File: src/rtl/uart_cmd_parser.sv
// uart_cmd_parser: decodes "S<addr><data_hi><data_lo>" hex write commands from a UART byte stream
// and returns a 'K'/'?' ack byte. Define UART_CMD_PARSER_ECHO_EN to mirror RX bytes on TX ahead of acks.
module uart_cmd_parser #(
    parameter int unsigned TIMEOUT_CYCLES = 120000,
    parameter logic [7:0]  ACK_OK         = 8'h4B,
    parameter logic [7:0]  ACK_ERR        = 8'h3F
) (
    input  logic       CLK,
    input  logic       RST_N,
    input  logic [7:0] RX_DATA,
    input  logic       RX_VALID,
    output logic       WR_EN,
    output logic [3:0] WR_ADDR,
    output logic [7:0] WR_DATA,
    output logic       ERR,
    output logic [7:0] TX_DATA,
    output logic       TX_VALID,
    input  logic       TX_READY
);

    localparam int unsigned TW_RAW = $clog2(TIMEOUT_CYCLES + 1);
    localparam int unsigned TW     = (TW_RAW < 17) ? 17 : TW_RAW;
    // Timer reads k-1 on the k-th idle cycle after a byte, so this value makes ERR land TIMEOUT_CYCLES after it.
    localparam logic [TW-1:0] EXPIRE_AT = TW'(TIMEOUT_CYCLES - 2);

    typedef enum logic [1:0] {
        ST_IDLE    = 2'd0,
        ST_ADDR    = 2'd1,
        ST_DATA_HI = 2'd2,
        ST_DATA_LO = 2'd3
    } state_t;

    function automatic logic f_is_hex(input logic [7:0] b);
        return ((b >= 8'h30) && (b <= 8'h39)) ||
               ((b >= 8'h41) && (b <= 8'h46)) ||
               ((b >= 8'h61) && (b <= 8'h66));
    endfunction

    function automatic logic [3:0] f_hex_val(input logic [7:0] b);
        logic [7:0] t;
        if (b <= 8'h39) begin
            t = b - 8'h30;
        end else if (b >= 8'h61) begin
            t = b - 8'h57;
        end else begin
            t = b - 8'h37;
        end
        return t[3:0];
    endfunction

    state_t          r_state;
    state_t          w_state_nxt;
    logic [TW-1:0]   r_timer;
    logic [3:0]      r_addr_sh;
    logic [3:0]      r_data_hi;
    logic            r_wr_en;
    logic [3:0]      r_wr_addr;
    logic [7:0]      r_wr_data;
    logic            r_err;
    logic            r_ack_v;
    logic [7:0]      r_ack_d;
    logic            w_is_hex;
    logic [3:0]      w_nib;
    logic            w_is_s;
    logic            w_is_ws;
    logic            w_expire;
    logic            w_ok_ev;
    logic            w_err_ev;
    logic            w_ack_req;
    logic            w_ack_take;

    // Classify the incoming byte.
    always_comb begin
        w_is_hex = f_is_hex(RX_DATA);
        w_nib    = f_hex_val(RX_DATA);
        w_is_s   = (RX_DATA == 8'h53) || (RX_DATA == 8'h73);
        w_is_ws  = (RX_DATA == 8'h0D) || (RX_DATA == 8'h0A) || (RX_DATA == 8'h20);
    end

    assign w_expire = (r_state != ST_IDLE) && !RX_VALID && (r_timer == EXPIRE_AT);

    // Next-state and event decode; a byte always takes precedence over timer expiry.
    always_comb begin
        w_state_nxt = r_state;
        w_ok_ev     = 1'b0;
        w_err_ev    = 1'b0;
        if (RX_VALID) begin
            case (r_state)
                ST_IDLE: begin
                    if (w_is_s) begin
                        w_state_nxt = ST_ADDR;
                    end else if (w_is_ws) begin
                        w_state_nxt = ST_IDLE;
                    end else begin
                        w_err_ev    = 1'b1;
                        w_state_nxt = ST_IDLE;
                    end
                end
                ST_ADDR, ST_DATA_HI, ST_DATA_LO: begin
                    if (w_is_hex) begin
                        case (r_state)
                            ST_ADDR:    w_state_nxt = ST_DATA_HI;
                            ST_DATA_HI: w_state_nxt = ST_DATA_LO;
                            default:    w_state_nxt = ST_IDLE;
                        endcase
                        w_ok_ev = (r_state == ST_DATA_LO);
                    end else if (w_is_s) begin
                        w_err_ev    = 1'b1;
                        w_state_nxt = ST_ADDR;
                    end else begin
                        w_err_ev    = 1'b1;
                        w_state_nxt = ST_IDLE;
                    end
                end
                default: begin
                    w_err_ev    = 1'b1;
                    w_state_nxt = ST_IDLE;
                end
            endcase
        end else if (w_expire) begin
            w_err_ev    = 1'b1;
            w_state_nxt = ST_IDLE;
        end else begin
            w_state_nxt = r_state;
        end
    end

    // Command FSM with inter-byte timer, nibble shadows and registered write/error strobes.
    always_ff @(posedge CLK or negedge RST_N) begin
        if (!RST_N) begin
            r_state   <= ST_IDLE;
            r_timer   <= '0;
            r_addr_sh <= 4'h0;
            r_data_hi <= 4'h0;
            r_wr_en   <= 1'b0;
            r_wr_addr <= 4'h0;
            r_wr_data <= 8'h00;
            r_err     <= 1'b0;
        end else begin
            r_state <= w_state_nxt;
            r_wr_en <= w_ok_ev;
            r_err   <= w_err_ev;
            if (RX_VALID || (r_state == ST_IDLE)) begin
                r_timer <= '0;
            end else if (r_timer != EXPIRE_AT) begin
                r_timer <= r_timer + TW'(1);
            end else begin
                r_timer <= r_timer;
            end
            if (RX_VALID && w_is_hex) begin
                case (r_state)
                    ST_ADDR:    r_addr_sh <= w_nib;
                    ST_DATA_HI: r_data_hi <= w_nib;
                    ST_DATA_LO: begin
                        r_wr_addr <= r_addr_sh;
                        r_wr_data <= {r_data_hi, w_nib};
                    end
                    default: begin
                        r_addr_sh <= r_addr_sh;
                    end
                endcase
            end
        end
    end

    assign w_ack_req = w_ok_ev | w_err_ev;

`ifdef UART_CMD_PARSER_ECHO_EN
    logic       r_echo_v;
    logic [7:0] r_echo_d;
    logic       w_echo_take;

    assign w_echo_take = TX_READY & r_echo_v;
    assign w_ack_take  = TX_READY & r_ack_v & ~r_echo_v;

    // One-entry echo buffer; it owns TX whenever it holds a byte.
    always_ff @(posedge CLK or negedge RST_N) begin
        if (!RST_N) begin
            r_echo_v <= 1'b0;
            r_echo_d <= 8'h00;
        end else if (RX_VALID && (!r_echo_v || w_echo_take)) begin
            r_echo_v <= 1'b1;
            r_echo_d <= RX_DATA;
        end else if (w_echo_take) begin
            r_echo_v <= 1'b0;
        end else begin
            r_echo_v <= r_echo_v;
        end
    end

    assign TX_VALID = r_echo_v | r_ack_v;
    assign TX_DATA  = r_echo_v ? r_echo_d : r_ack_d;
`else
    assign w_ack_take = TX_READY & r_ack_v;
    assign TX_VALID   = r_ack_v;
    assign TX_DATA    = r_ack_d;
`endif

    // One-entry ack buffer: a new ack is dropped while full unless the current one leaves this cycle.
    always_ff @(posedge CLK or negedge RST_N) begin
        if (!RST_N) begin
            r_ack_v <= 1'b0;
            r_ack_d <= 8'h00;
        end else if (w_ack_req && (!r_ack_v || w_ack_take)) begin
            r_ack_v <= 1'b1;
            r_ack_d <= w_ok_ev ? ACK_OK : ACK_ERR;
        end else if (w_ack_take) begin
            r_ack_v <= 1'b0;
        end else begin
            r_ack_v <= r_ack_v;
        end
    end

    assign WR_EN   = r_wr_en;
    assign WR_ADDR = r_wr_addr;
    assign WR_DATA = r_wr_data;
    assign ERR     = r_err;

endmodule

File: config.mk
export PLATFORM = sky130hd
export DESIGN_NAME = uart_cmd_parser
export DESIGN_NICKNAME = d
export VERILOG_FILES = /design/src/rtl/uart_cmd_parser.sv
export SDC_FILE = /design/constraint.sdc
export NUM_CORES = 1
export LEC_CHECK = 0
export ABC_AREA = 1
export BUFFER_PORTS_ARGS = -buffer_cell sky130_fd_sc_hd__buf_2
export CAP_MARGIN = 20
export CORE_MARGIN = 5
export CORE_UTILIZATION = 61
export CTS_CLUSTER_SIZE = 10
export DETAILED_ROUTE_END_ITERATION = 8
export PLACE_DENSITY = 0.84
export SLEW_MARGIN = 10
export SYNTH_ARGS = -nofsm -noshare
export SYNTH_HDL_FRONTEND = slang
export SYNTH_SLANG_ARGS = --single-unit
File: constraint.sdc
create_clock -name CLK -period 4.3 [get_ports CLK]
set_input_delay 0 -clock CLK [delete_from_list [all_inputs] [get_ports CLK]]
set_output_delay 0 -clock CLK [all_outputs]
set_load 0.01 [all_outputs]
After elaboration in Yosys (flattened, before gate mapping)
Cells that the tools add are included.

$lt $le $gt $ge: 6. $add $sub $neg: 4. Reduce and logical (&&, ||, !) cells: 25. Multiply operators: 0. Divide/modulo/power cells: 0. Bitwise gates (word level): 2. Equal/unequal tests: 10. Multiplexer cells: 22. Shift-type cells: 0.

Operators with widths (number): 17-bit 2-to-1 mux (2); 17-bit by 1-bit adder with 17-bit output (second input constant) (1); 17-bit == test (second input constant) (1); 17-bit != test (second input constant) (1); 8-bit by 4-bit == test with 1-bit output (second input constant) (2); 8-bit by 7-bit == test with 1-bit output (second input constant) (2); 8-bit by 7-bit >= comparator with 1-bit output (second input constant) (2); 8-bit by 7-bit less-or-equal comparator with 1-bit output (second input constant) (2); 1-bit 2-to-1 mux (11); 8-bit by 6-bit == test with 1-bit output (second input constant) (1); 8-bit by 6-bit >= comparator with 1-bit output (second input constant) (1); 8-bit by 6-bit less-or-equal comparator with 1-bit output (second input constant) (1); 4-bit 2-to-1 mux (2); 2-bit one-hot mux with 2 select lines (2); 2-bit nonzero test (4); 4-bit by 3-bit subtractor with 4-bit output (second input constant) (2); 1-bit logical AND (7); 1-bit logical OR (7); 7-bit 2-to-1 mux (1); 2-bit 2-to-1 mux (3); 2-bit AND reduction (3); 2-bit == test (second input constant) (2); 4-bit by 1-bit subtractor with 4-bit output (second input constant) (1); 3-bit OR reduction (1); other kinds (6) (7).

Logic and storage cells: 79. Bits in latches: 0. Output and inout bits: 23. Memories kept: 0. Flip-flop bits (word level): 50. RAM bits: 0. Input bits: 12. Bits in read-only memories: 0.

Depth between registers and ports, before layout
Depth after elaboration: 10. Depth in mapped cells: 13. Mapped depth without buffers: 13.

Worst setup path after synthesis
No wires, ideal clock.

Kind: register to register. Start: register r_state[0]. End: register r_ack_d[5] (netlist: TX_DATA[5]). Path buffers: 0. Stages on the path, launching flop included: 9. Slack: 2.836 ns. Library setup time: 0.117 ns. Data required time: 4.183 ns. Clock period less this slack: 1.464 ns. Data arrival time: 1.347 ns. Path through: dfrtp_1 > inv_1 > ha_1 > nor2_1 > nand3_1 > nand3_1 > nand2_2 > nand2_1 > nand2_1.

Longest elaborated chain between the ends: 7. Elaborated cells on any way between the ends: 17. Classes of those cells: eq/ne: 3; mux: 7; bitwise: 1; reduce/logical: 6.

RTL lines: from (decl) (RTL line 51) `state_t r_state;`; from (signal assigned) (RTL line 140) `r_state <= w_state_nxt;`; branches (longest 7 deep; another with 3-bit OR reduction); to (signal assigned) (RTL line 206) `r_ack_d <= w_ok_ev ? ACK_OK : ACK_ERR;`; to (decl) (RTL line 61) `logic [7:0] r_ack_d;`.

Several ways; the timed one is not identified. A chain may end at the register's enable or synchronous reset.

Worst setup path in the final report
Ends and elaborated chain as after synthesis.

==> results by group <==
Worst hold path
  • HP Class: in2reg
  • Min-Delay Startpoint: TX_READY
  • WHS Path Cells: 4
  • Hold path endpoint: TX_VALID

Placed design
  • Buffers on Ports: 33
  • Routability cong.: 0.845
  • Detailed placement HPWL: 3570 um

STA
  • Final setup vio count: 0
  • Worst Max-Slew Pin Slew: 0.820 ns
  • Max transition margin: 45.1%
  • Pins Over Slew Limit: 0
  • Fin Clk Skew: 0.00387 ns
  • Fin. Hold Viols: 0
  • Max Freq: 440 MHz
  • RSZ-0062 raised after global routing: false
  • Period Utilization, post-route: 52.9%
  • Setup TNS Final: 0 ns
  • Tmin final: 2.28 ns

Logic synthesis
  • Ys flop type: dfrtp_1
  • Yosys cell types: 35
  • Syn nets: 317
  • Syn_area_per_cell: 8.37 sq um
  • Mapped cell area: 0.00246 sq mm
  • #FFs+latches synth: 45
  • Area contributors post-synth: dfrtp_1, nand2_1, inv_1
  • EDFF count, synth: 0
  • Async S/R FF share, synth: 100%
  • Post-Synthesis Cells: 294
  • Ys Warns: 0
  • Post-synth top cells: nand2_1, dfrtp_1, inv_1, nand3_1, o21ai_0
  • Synth top area share: 45.8%
  • Post-synthesis sequential area ratio: 45.8%
  • Most frequent cell after synthesis: nand2_1
  • Cell taking the most area after synthesis: dfrtp_1

Floorplan
  • # IOs: 35
  • Die H: 73.5 um
  • Die X-Extent: 73.5 um
  • Effective utilization at floorplan: 62.4%
  • Cell Rows: 23
  • Area of the core: 0.00394 sq mm
  • Die area: 0.00541 sq mm

Setup path
  • Buf/Inv on CP: 1
  • Reg2reg start: r_state[0]
  • CP max-delay cell: nor2_1
  • Cell depth of the worst flop-to-flop path: 8
  • Req. time, crit path: 4.49 ns
  • R2r endpoint: TX_DATA[5]
  • Worst Setup SP: r_state[0]
  • Worst path max stage delay: 0.63 ns
  • Crit Path Class: reg2reg
  • CP Capture Type: flip-flop
  • Crit-path cells: inv_1 > ha_1 > nor2_1 > nand3_1 > nand3_1 > nand2_2 > nand2_1 > nand2_1
  • Reg2reg setup slack: 2.02 ns
  • Max FO, Critical Path: 15
  • Crit-path leading delay family: simple AND/OR/NAND/NOR gates
  • CP Launch Type: flip-flop
  • Crit path DAT: 2.47 ns

Layout
  • Fill count: 337
  • Antenna Cells: 0
  • Synthesis-to-layout area growth: 11.0%
  • Final net count: 350
  • Finished Core Util: 69.3%
  • Share of cells above drive strength 1: 22.0%

Global routing
  • Largest net degree at the start of global routing: 46
  • Antenna violations before repair: 0
  • Total GRT Usage: 20.2%
  • Global-route wire length before repair: 8490 um
  • Gr ovfl total: 0
  • Vias in the first global route: 1,945

Power and ir drop
  • Internal: 583 uW
  • Flop pwr share: 56.2%
  • Total power: 776 uW
  • Static leakage: 1.41 nW
  • Combinational power share: 9.3%
  • Psw: 193 uW
  • Sw frac: 24.9%
  • Worst vdd ir: 0.174 mV
  • Clock power share: 34.5%
  • Pwr Density: 284 mW/mm^2

Clock network
  • Clock slew at reported path FFs: 0.08 ns
  • Worst skew pair latency: 0.30 ns
  • TritonCTS clock tree: yes
  • CTS max path bufs: 2
  • Clk sink count: 45
  • Clk root buf: clkbuf_8
  • Cts repair resizes: 0
  • CTS buffer count: 5
  • Depth of the CTS H-tree: 2

Routing
  • Antenna viol nets, final: 0
  • Drt first pass iters: 4
  • DR vias/cell: 5.33
  • DR iter-0 viols: 139
  • Vias: 2,011
  • Detailed Route WL: 4800 um
  • # DRC: 0
  • Routed len/inst: 12.7 um

Job
  • Max-cap violations: 0

Status
  • Status: finished clean
[state kept, by name, summed over array words and instances, names as in the netlist]
| register | count |
|---|---|
| ERR | 1 |
| TX_DATA | 3 |
| TX_VALID | 1 |
| WR_ADDR | 4 |
| WR_DATA | 8 |
| WR_EN | 1 |
| r_addr_sh | 4 |
| r_data_hi | 4 |
| r_state | 2 |
| r_timer | 17 |
[routing by layer]
layer | global-route usage (%) | share of wire [%] | routed length [um] | vias up
li1 | - | - | - | 1007
met1 | 25.8 | 44 | 2100 | 945
met2 | 33.1 | 50 | 2380 | 46
met3 | 4.10 | 4.0 | 193 | 13
met4 | 8.85 | 2.7 | 130 | 0
met5 | 0 | 0 | 0 | -
[worst register-to-register path, cell delays in order, from the launching register on]
cell	delay, ns
dfrtp_1	0.41
inv_1	0.11
ha_1	0.24
nor2_1	0.63
nand3_1	0.37
nand3_1	0.22
nand2_2	0.08
nand2_1	0.06
nand2_1	0.04
[cells by family (layout without fill, tap and decap cells)]
group                    Yosys count  count (layout)  synth area share, %
AO/OA/AOI/OAI                     45              45                 11.3
XOR/XNOR                           4               4                 1.42
adder cells (fa/ha/maj)           11              11                 5.59
buffers and inverters             55              88                 10.1
flip-flops                        45              45                 45.8
other                              1               1                0.152
AND/OR/NAND/NOR                  133             133                 25.6
[cell type report]
class | instances | area, sq um | area share [%]
clock buffer | 6 | 82.6 | 3.02
sequential | 45 | 1130 | 41.2
clock inverter | 1 | 7.51 | 0.275
timing repair buffer | 35 | 195 | 7.14
tap | 50 | 62.6 | 2.29
inverter | 46 | 173 | 6.32
multi-input combinational | 194 | 1090 | 39.7
[worst max path at each step]
| stage | slack [ns] | cells after the start | endpoint |
|---|---|---|---|
| finish | 2.02 | 8 | TX_DATA[5] |
| global route | 1.78 | 8 | TX_DATA[6] |
| CTS | 2.03 | 8 | TX_DATA[5] |
| detailed placement | 2.07 | 8 | TX_DATA[5] |
| global placement | 2.19 | 8 | TX_DATA[5] |
| floorplan | 2.84 | 8 | TX_DATA[5] |
[placed cells by master, fill, tap and decap left out, drive strengths merged]
| cell | count |
|---|---|
| nor4 | 1 |
| nor2 | 19 |
| dlygate4sd3 | 1 |
| a22oi | 1 |
| xnor2 | 1 |
| nand4 | 10 |
| nand3 | 22 |
| ha | 11 |
| or2 | 2 |
| clkinvlp | 1 |
| a31oi | 1 |
| nor3b | 1 |
| nor3 | 5 |
| nand2 | 73 |
| inv | 46 |
| xor2 | 3 |
| o211a | 1 |
| clkbuf | 6 |
| dfrtp | 45 |
| a21boi | 1 |
| conb | 1 |
| buf | 34 |
| a41oi | 1 |
| o21ai | 29 |
| a21oi | 9 |
| a211oi | 2 |
[metrics by stage]
stage,hold WS [ns],cell area (sq um),cells,worst slack [ns]
floorplan,-0.296,2460,294,2.84
global placement,0.212,2610,368,2.19
detailed placement,0.214,2610,368,2.07
CTS,0.0444,2710,376,2.03
global route,0.0700,2730,377,1.78
finish,0.0480,2730,377,2.02
[repair_timing]
item | in CTS | in global routing
hold buffers | 1 | 0
endpoints found under the hold margin | 45 | 0
buffers inserted | 0 | 0
setup endpoints to repair | 0 | 0
[power by group through the flow]
stage                     Clock (mW)  Combinational, mW  Sequential [mW]
after floorplan                    0             0.0411            0.446
after global placement             0             0.0681            0.443
after detailed placement           0             0.0709            0.444
after CTS                      0.269             0.0716            0.436
after global routing           0.288             0.0823            0.437
final                          0.268             0.0724            0.436
No activity file was read; power rests on OpenSTA's default activity.
